==> config.mk <==
export PLATFORM = sky130hd
export DESIGN_NAME = line_refill_ctrl_flat
export DESIGN_NICKNAME = d
export VERILOG_FILES = /design/src/rtl/cache_pkg.sv /design/src/rtl/line_refill_ctrl_if.sv /design/src/rtl/line_word_counter.sv /design/src/rtl/line_refill_ctrl.sv /design/src/flat_wrapper.sv
export SDC_FILE = /design/constraint.sdc
export NUM_CORES = 1
export LEC_CHECK = 0
export BUFFER_PORTS_ARGS = -buffer_cell sky130_fd_sc_hd__buf_4
export CORE_MARGIN = 2
export CORE_UTILIZATION = 42
export DETAILED_ROUTE_END_ITERATION = 8
export PLACE_DENSITY = 0.91
export SYNTH_ARGS = -nofsm -noshare
export SYNTH_HDL_FRONTEND = slang
export SYNTH_SLANG_ARGS = --single-unit
==> constraint.sdc <==
create_clock -name clk -period 2.43 [get_ports clk]
set_clock_uncertainty 0.15 [all_clocks]
set_input_delay 0.486 -clock clk [delete_from_list [all_inputs] [get_ports clk]]
set_output_delay 0.486 -clock clk [all_outputs]
set_load 0.1 [all_outputs]
==> src/rtl/cache_pkg.sv <==
// Shared definitions for the line refill/writeback engine.
//   state_e        : controller FSM states
//   CACHE_T/B      : default tag and byte-offset widths
//   WORDS_PER_LINE : words per line for the default offset width
//   compose_addr() : builds {tag, index, word, 2'b00} for arbitrary field widths
package cache_pkg;

  localparam int unsigned CACHE_T        = 20;
  localparam int unsigned CACHE_B        = 4;
  localparam int unsigned WORDS_PER_LINE = 2 ** (CACHE_B - 2);

  typedef enum logic [2:0] {
    IDLE,
    WB,
    FILL,
    INVAL,
    DONE
  } state_e;

  // Fields arrive zero-extended to 32 bits; the tag lands in the top bits,
  // the index directly above the byte offset, the word just above the byte bits.
  function automatic logic [31:0] compose_addr(input logic [31:0] tag,
                                               input logic [31:0] index,
                                               input logic [31:0] word,
                                               input int unsigned tag_width,
                                               input int unsigned offset_width);
    return (tag << (32 - tag_width)) | (index << offset_width) | (word << 2);
  endfunction

endpackage

==> src/rtl/line_refill_ctrl_if.sv <==
// Word-wide memory beat port.
//   req   : beat request (held across consecutive beats)
//   wen   : 1 = write beat, 0 = read beat
//   addr  : byte address of the word
//   wdata : write-beat data
//   ack   : beat accepted/completed
//   rdata : read data, valid with ack on read beats
// master = refill controller, slave = memory/arbiter.
interface line_refill_ctrl_if;

  logic        req;
  logic        wen;
  logic [31:0] addr;
  logic [31:0] wdata;
  logic        ack;
  logic [31:0] rdata;

  modport master (
    output req,
    output wen,
    output addr,
    output wdata,
    input  ack,
    input  rdata
  );

  modport slave (
    input  req,
    input  wen,
    input  addr,
    input  wdata,
    output ack,
    output rdata
  );

endinterface

==> src/rtl/line_word_counter.sv <==
// Word counter walking the words of one cache line.
//   clk, reset : clock, asynchronous active-high reset
//   inc        : advance to the next word (wraps after the last word)
//   clear      : force back to word 0 (takes priority over inc)
//   cnt        : current word offset
//   last       : cnt is the last word of the line
module line_word_counter #(
  parameter int unsigned WIDTH = 2
) (
  input  logic             clk,
  input  logic             reset,
  input  logic             inc,
  input  logic             clear,
  output logic [WIDTH-1:0] cnt,
  output logic             last
);

  logic [WIDTH-1:0] cnt_q, cnt_d;

  // Natural overflow gives the wrap to 0 since the line holds 2^WIDTH words.
  always_comb begin
    cnt_d = cnt_q;
    if (clear) begin
      cnt_d = '0;
    end else if (inc) begin
      cnt_d = cnt_q + WIDTH'(1);
    end
  end

  always_ff @(posedge clk or posedge reset) begin
    if (reset) begin
      cnt_q <= '0;
    end else begin
      cnt_q <= cnt_d;
    end
  end

  assign cnt  = cnt_q;
  assign last = (cnt_q == '1);

endmodule

==> src/rtl/line_refill_ctrl.sv <==
// Miss-handling engine for one cache line: writes back a dirty victim word by
// word, then refills the line from memory (or invalidates it on a flush).
//   clk, reset        : clock, asynchronous active-high reset
//   req_*             : request (valid, flush select, tag, set index)
//   req_ready         : engine idle and accepting
//   done              : one-cycle completion pulse
//   line_offset       : word offset presented to the line
//   line_w_en/set_*   : line write port (data, tag, valid, dirty)
//   line_write_data   : word written into the line
//   line_valid/dirty/tag/read_data : current line state and word at line_offset
//   mem               : memory beat port (master side)
module line_refill_ctrl
  import cache_pkg::*;
#(
  parameter int unsigned TAG_WIDTH    = CACHE_T,
  parameter int unsigned OFFSET_WIDTH = CACHE_B,
  parameter int unsigned INDEX_WIDTH  = 32 - TAG_WIDTH - OFFSET_WIDTH
) (
  input  logic                    clk,
  input  logic                    reset,
  input  logic                    req_valid,
  input  logic                    req_flush,
  input  logic [TAG_WIDTH-1:0]    req_tag,
  input  logic [INDEX_WIDTH-1:0]  req_index,
  output logic                    req_ready,
  output logic                    done,
  output logic [OFFSET_WIDTH-3:0] line_offset,
  output logic                    line_w_en,
  output logic                    line_set_valid,
  output logic                    line_set_dirty,
  output logic [TAG_WIDTH-1:0]    line_set_tag,
  output logic [31:0]             line_write_data,
  input  logic                    line_valid,
  input  logic                    line_dirty,
  input  logic [TAG_WIDTH-1:0]    line_tag,
  input  logic [31:0]             line_read_data,
  line_refill_ctrl_if.master      mem
);

  localparam int unsigned CNT_WIDTH = OFFSET_WIDTH - 2;

  state_e                 state_q, state_d;
  logic [TAG_WIDTH-1:0]   tag_q, victim_tag_q;
  logic [INDEX_WIDTH-1:0] index_q;
  logic                   flush_q;
  logic                   capture;
  logic                   cnt_inc, cnt_clear, cnt_last;
  logic [CNT_WIDTH-1:0]   cnt;

  line_word_counter #(
    .WIDTH (CNT_WIDTH)
  ) u_counter (
    .clk   (clk),
    .reset (reset),
    .inc   (cnt_inc),
    .clear (cnt_clear),
    .cnt   (cnt),
    .last  (cnt_last)
  );

  assign line_offset = cnt;

  always_ff @(posedge clk or posedge reset) begin
    if (reset) begin
      state_q      <= IDLE;
      tag_q        <= '0;
      victim_tag_q <= '0;
      index_q      <= '0;
      flush_q      <= 1'b0;
    end else begin
      state_q <= state_d;
      if (capture) begin
        tag_q        <= req_tag;
        victim_tag_q <= line_tag;
        index_q      <= req_index;
        flush_q      <= req_flush;
      end
    end
  end

  always_comb begin
    state_d         = state_q;
    capture         = 1'b0;
    cnt_inc         = 1'b0;
    cnt_clear       = 1'b0;
    req_ready       = 1'b0;
    done            = 1'b0;
    line_w_en       = 1'b0;
    line_set_valid  = 1'b0;
    line_set_dirty  = 1'b0;
    line_set_tag    = '0;
    line_write_data = '0;
    mem.req         = 1'b0;
    mem.wen         = 1'b0;
    mem.addr        = '0;
    mem.wdata       = '0;

    unique case (state_q)
      IDLE: begin
        req_ready = 1'b1;
        if (req_valid) begin
          capture   = 1'b1;
          cnt_clear = 1'b1;
          if (line_valid && line_dirty) begin
            state_d = WB;
          end else if (req_flush) begin
            state_d = INVAL;
          end else begin
            state_d = FILL;
          end
        end
      end

      WB: begin
        mem.req   = 1'b1;
        mem.wen   = 1'b1;
        mem.addr  = compose_addr(32'(victim_tag_q), 32'(index_q), 32'(cnt),
                                 TAG_WIDTH, OFFSET_WIDTH);
        mem.wdata = line_read_data;
        if (mem.ack) begin
          cnt_inc = 1'b1;
          if (cnt_last) begin
            state_d = flush_q ? INVAL : FILL;
          end
        end
      end

      FILL: begin
        mem.req  = 1'b1;
        mem.addr = compose_addr(32'(tag_q), 32'(index_q), 32'(cnt), TAG_WIDTH, OFFSET_WIDTH);
        if (mem.ack) begin
          // Valid only rises with the final word so a partial line never hits.
          line_w_en       = 1'b1;
          line_write_data = mem.rdata;
          line_set_tag    = tag_q;
          line_set_valid  = cnt_last;
          cnt_inc         = 1'b1;
          if (cnt_last) begin
            state_d = DONE;
          end
        end
      end

      INVAL: begin
        // Rewrite word 0 with its own value; only the valid/dirty bits change.
        line_w_en       = 1'b1;
        line_write_data = line_read_data;
        line_set_tag    = victim_tag_q;
        state_d         = DONE;
      end

      DONE: begin
        done    = 1'b1;
        state_d = IDLE;
      end

      default: state_d = IDLE;
    endcase
  end

endmodule

==> src/flat_wrapper.sv <==
// flat-port wrapper written by rule: the top's interface ports become plain ports
module line_refill_ctrl_flat import cache_pkg::*;
#(
  parameter int unsigned TAG_WIDTH    = CACHE_T,
  parameter int unsigned OFFSET_WIDTH = CACHE_B,
  parameter int unsigned INDEX_WIDTH  = 32 - TAG_WIDTH - OFFSET_WIDTH
)
  (clk, reset, req_valid, req_flush, req_tag, req_index, req_ready, done, line_offset, line_w_en, line_set_valid, line_set_dirty, line_set_tag, line_write_data, line_valid, line_dirty, line_tag, line_read_data, mem_req, mem_wen, mem_addr, mem_wdata, mem_ack, mem_rdata);
  line_refill_ctrl_if mem_i ();
  input  logic clk;
  input  logic reset;
  input  logic req_valid;
  input  logic req_flush;
  input  logic [TAG_WIDTH-1:0] req_tag;
  input  logic [INDEX_WIDTH-1:0] req_index;
  output logic req_ready;
  output logic done;
  output logic [OFFSET_WIDTH-3:0] line_offset;
  output logic line_w_en;
  output logic line_set_valid;
  output logic line_set_dirty;
  output logic [TAG_WIDTH-1:0] line_set_tag;
  output logic [31:0] line_write_data;
  input  logic line_valid;
  input  logic line_dirty;
  input  logic [TAG_WIDTH-1:0] line_tag;
  input  logic [31:0] line_read_data;
  output wire logic [$bits(mem_i.req)-1:0] mem_req;
  output wire logic [$bits(mem_i.wen)-1:0] mem_wen;
  output wire logic [$bits(mem_i.addr)-1:0] mem_addr;
  output wire logic [$bits(mem_i.wdata)-1:0] mem_wdata;
  input wire logic [$bits(mem_i.ack)-1:0] mem_ack;
  input wire logic [$bits(mem_i.rdata)-1:0] mem_rdata;
  assign mem_req = mem_i.req;
  assign mem_wen = mem_i.wen;
  assign mem_addr = mem_i.addr;
  assign mem_wdata = mem_i.wdata;
  assign mem_i.ack = mem_ack;
  assign mem_i.rdata = mem_rdata;
  line_refill_ctrl #(.TAG_WIDTH(TAG_WIDTH), .OFFSET_WIDTH(OFFSET_WIDTH), .INDEX_WIDTH(INDEX_WIDTH)) u_core (.clk(clk), .reset(reset), .req_valid(req_valid), .req_flush(req_flush), .req_tag(req_tag), .req_index(req_index), .req_ready(req_ready), .done(done), .line_offset(line_offset), .line_w_en(line_w_en), .line_set_valid(line_set_valid), .line_set_dirty(line_set_dirty), .line_set_tag(line_set_tag), .line_write_data(line_write_data), .line_valid(line_valid), .line_dirty(line_dirty), .line_tag(line_tag), .line_read_data(line_read_data), .mem(mem_i));
endmodule
==> run_results.csv <==
group,metric,value,unit
setup_path,critical_path_class,"register to primary output",
cells_and_area,final_common_cell,"buf_4",
setup_path,cp.required,1790,ps
cells_and_area,n_antenna_cell,0,
route,initialDrtViolationCount,204,
floorplanning,die_h,94.22,microns
placement,gp_congestion,0.7959,
synth,synthDominantCellAreaShare,0.3953,
floorplanning,num_rows,32,
sta,tns,-14.07,ps
worst_hold_path,hp-class,"primary input to asynchronous set/reset pin",
cells_and_area,final_area,0.006842,sq mm
clock_network,holdBufCountCts,0,
run_status,status,"finished, violations left",
clock_network,cts_buffers,5,
placement,place_area,0.005911,sq mm
cells_and_area,nets,673,
synth,synthesis.area,0.003418,sq mm
sta,tightest_slew,624.6,ps
synth,synth_compound_area_frac,0.1848,
synth,synthMuxAreaShare,0.2189,
sta,maxSlewViolCount,0,
grt,grt_pass1_wl,19.32,mm
route,avgRoutedWirePerCell,23.91,microns
setup_path,rrSetupSlack,200,ps
clock_network,clk_path_buf_depth,2,
sta,setup_slack,-14.07,ps
synth,synth-warning-count,0,
floorplanning,die_w,94.22,microns
clock_network,clockRootBuffer,"clkbuf_8",
sta,setup_viol,1,
synth,synth_top_area_cell,"dfrtp_1",
sta,finalCritPeriodShare,1.006,
clock_network,clkLatencyLatePin,300,ps
synth,async_flop_share,1.000,
synth,syn_inst,312,
floorplanning,initial_utilization,0.4378,
sta,min_period,2444,ps
floorplanning,core_area,0.007807,sq mm
grt,grt_pass1_vias,3595,
synth,ys_top_cells_by_area,"dfrtp_1 (40%), mux2_4 (21%), a22o_1 (13%), and2_1 (6.2%), a22oi_1 (2.6%)",
setup_path,cp-start-kind,"register",
grt,grt_usage,0.2830,
synth,synthAdderAreaFrac,0.003660,
placement,hpwl,9.827,mm
setup_path,r2r-end,"u_core.tag_q[16]",
route,finalWirelength,15.69,mm
run_status,violations,"setup timing",
cells_and_area,drive_gt1_frac,0.8213,
synth,ys_ff_latch,54,
sta,fmax,409.2,MHz
grt,overflow,0,
cells_and_area,final_util,0.8763,
route,via_count,3700,
setup_path,crit_arrival,1810,ps
route,drc,0,
synth,synth_top_family_by_area,"multiplexers",
synth,syn_avg_cell_area,10.96,sq um
job,maxCapViolations,0,
setup_path,critPathCaptureType,"primary output",
route,dr.pass1.iters,4,
placement,portBuffers,240,
synth,synthXorXnorAreaFrac,0.002562,
clock_network,clock-sinks,54,
setup_path,cp_max_fo,8,
route,ant_nets,0,
sta,slew_headroom,0.5830,
clock_network,clk_pin_slew,100,ps
floorplanning,die_area,0.008876,sq mm
clock_network,cts_tree,"done",
placement,post-place-ws,112.0,ps
synth,synth_edf_count,0,
route,vias_per_cell,5.640,
synth,synthFlopType,"dfrtp_1",
synth,ys_seq_area_frac,0.3953,
clock_network,htree_levels,2,
setup_path,worst_r2r_path_depth,4,
floorplanning,ios,244,
grt,antenna_found_initial,0,
synth,yosys.area_share.simple,0.1325,
sta,rsz0062_at_grt,"true",
cells_and_area,final_cell_mix,"buf_4 (143), buf_6 (73), dfrtp_1 (49), mux2_4 (47), a22o_4 (31)",
cells_and_area,area_growth,100.1,%
setup_path,r2r_start,"u_core.state_q[0]",
synth,synth_cell_types,30,
sta,hold_violations,0,
grt,grt_max_degree,35,
registers in the layout (all words and copies together), names as in the netlist:
name                  flops
u_core.flush_q            1
u_core.index_q            8
u_core.state_q            3
u_core.tag_q             20
u_core.u_counter.cnt      2
u_core.victim_tag_q      20
synth_stat cells, drive strengths merged, types with 2 or more instances:
master and count:
nor3 2, nor2 23, and2 34, nor2b 2
a22oi 12, o21ai 2, clkbuf 17, buf 17
nor3b 3, a21oi 11, dfrtp 54, a22o 52
mux2 49, inv 3, mux2i 2, nand2 19
or2 2
worst max-delay path by stage:
stage | to | depth (start not counted) | slack (ps) | start
floorplan | done | 3 | -260 | u_core.state_q[0]
global placement | line_write_data[17] | 6 | 170 | mem_ack
detailed placement | line_write_data[0] | 6 | 110 | mem_ack
CTS | line_set_tag[9] | 5 | -8 | u_core.state_q[0]
global route | mem_wdata[9] | 4 | -60 | u_core.state_q[2]
finish | mem_wdata[9] | 4 | -10 | u_core.state_q[2]
area by class of cell:
| class | instances | area (sq um) |
|---|---|---|
| inverter | 3 | 11.26 |
| fill | 359 | 965.9 |
| tap | 102 | 127.6 |
| clock buffer | 7 | 96.34 |
| multi-input combinational | 223 | 2439 |
| timing repair buffer | 266 | 2801 |
| clock inverter | 1 | 8.758 |
| sequential | 54 | 1358 |
metal layers:
| layer | global-route usage | share of wire |
|---|---|---|
| met1 | 0.3225 | 0.35 |
| met2 | 0.5262 | 0.55 |
| met3 | 0.06180 | 0.072 |
| met4 | 0.08213 | 0.030 |
| met5 | 0 | 0 |
worst max-delay path, cell delays in order, from the launching register on:
cell and delay, ps:
dfrtp_2 450, buf_4 170, or2_2 460, nor2_4 190
buf_6 240
metrics by stage:
step           instances  hold slack (ps)
2_1_floorplan        314            326.0
3_3_place_gp         637            341.4
3_5_place_dp         637            346.5
4_1_cts              645            130.9
5_1_grt              656            152.4
6_report             656            115.5
what timing repair did:
item                                    CTS  global route
gates cloned                              0             5
endpoints found under the setup margin  106           106
resized for setup                        90            87
setup buffers                             0             6
pin swaps                                 0             1
cell families after synthesis:
family	Yosys count
AND/OR/NAND/NOR	87
other	1
multiplexers	51
flip-flops	54
buffers and inverters	37
adder cells (fa/ha/maj)	1
AO/OA/AOI/OAI	80
XOR/XNOR	1
Power is not shown: default switching activity piles up to over one toggle a cycle in this logic, so the estimate is an artifact.
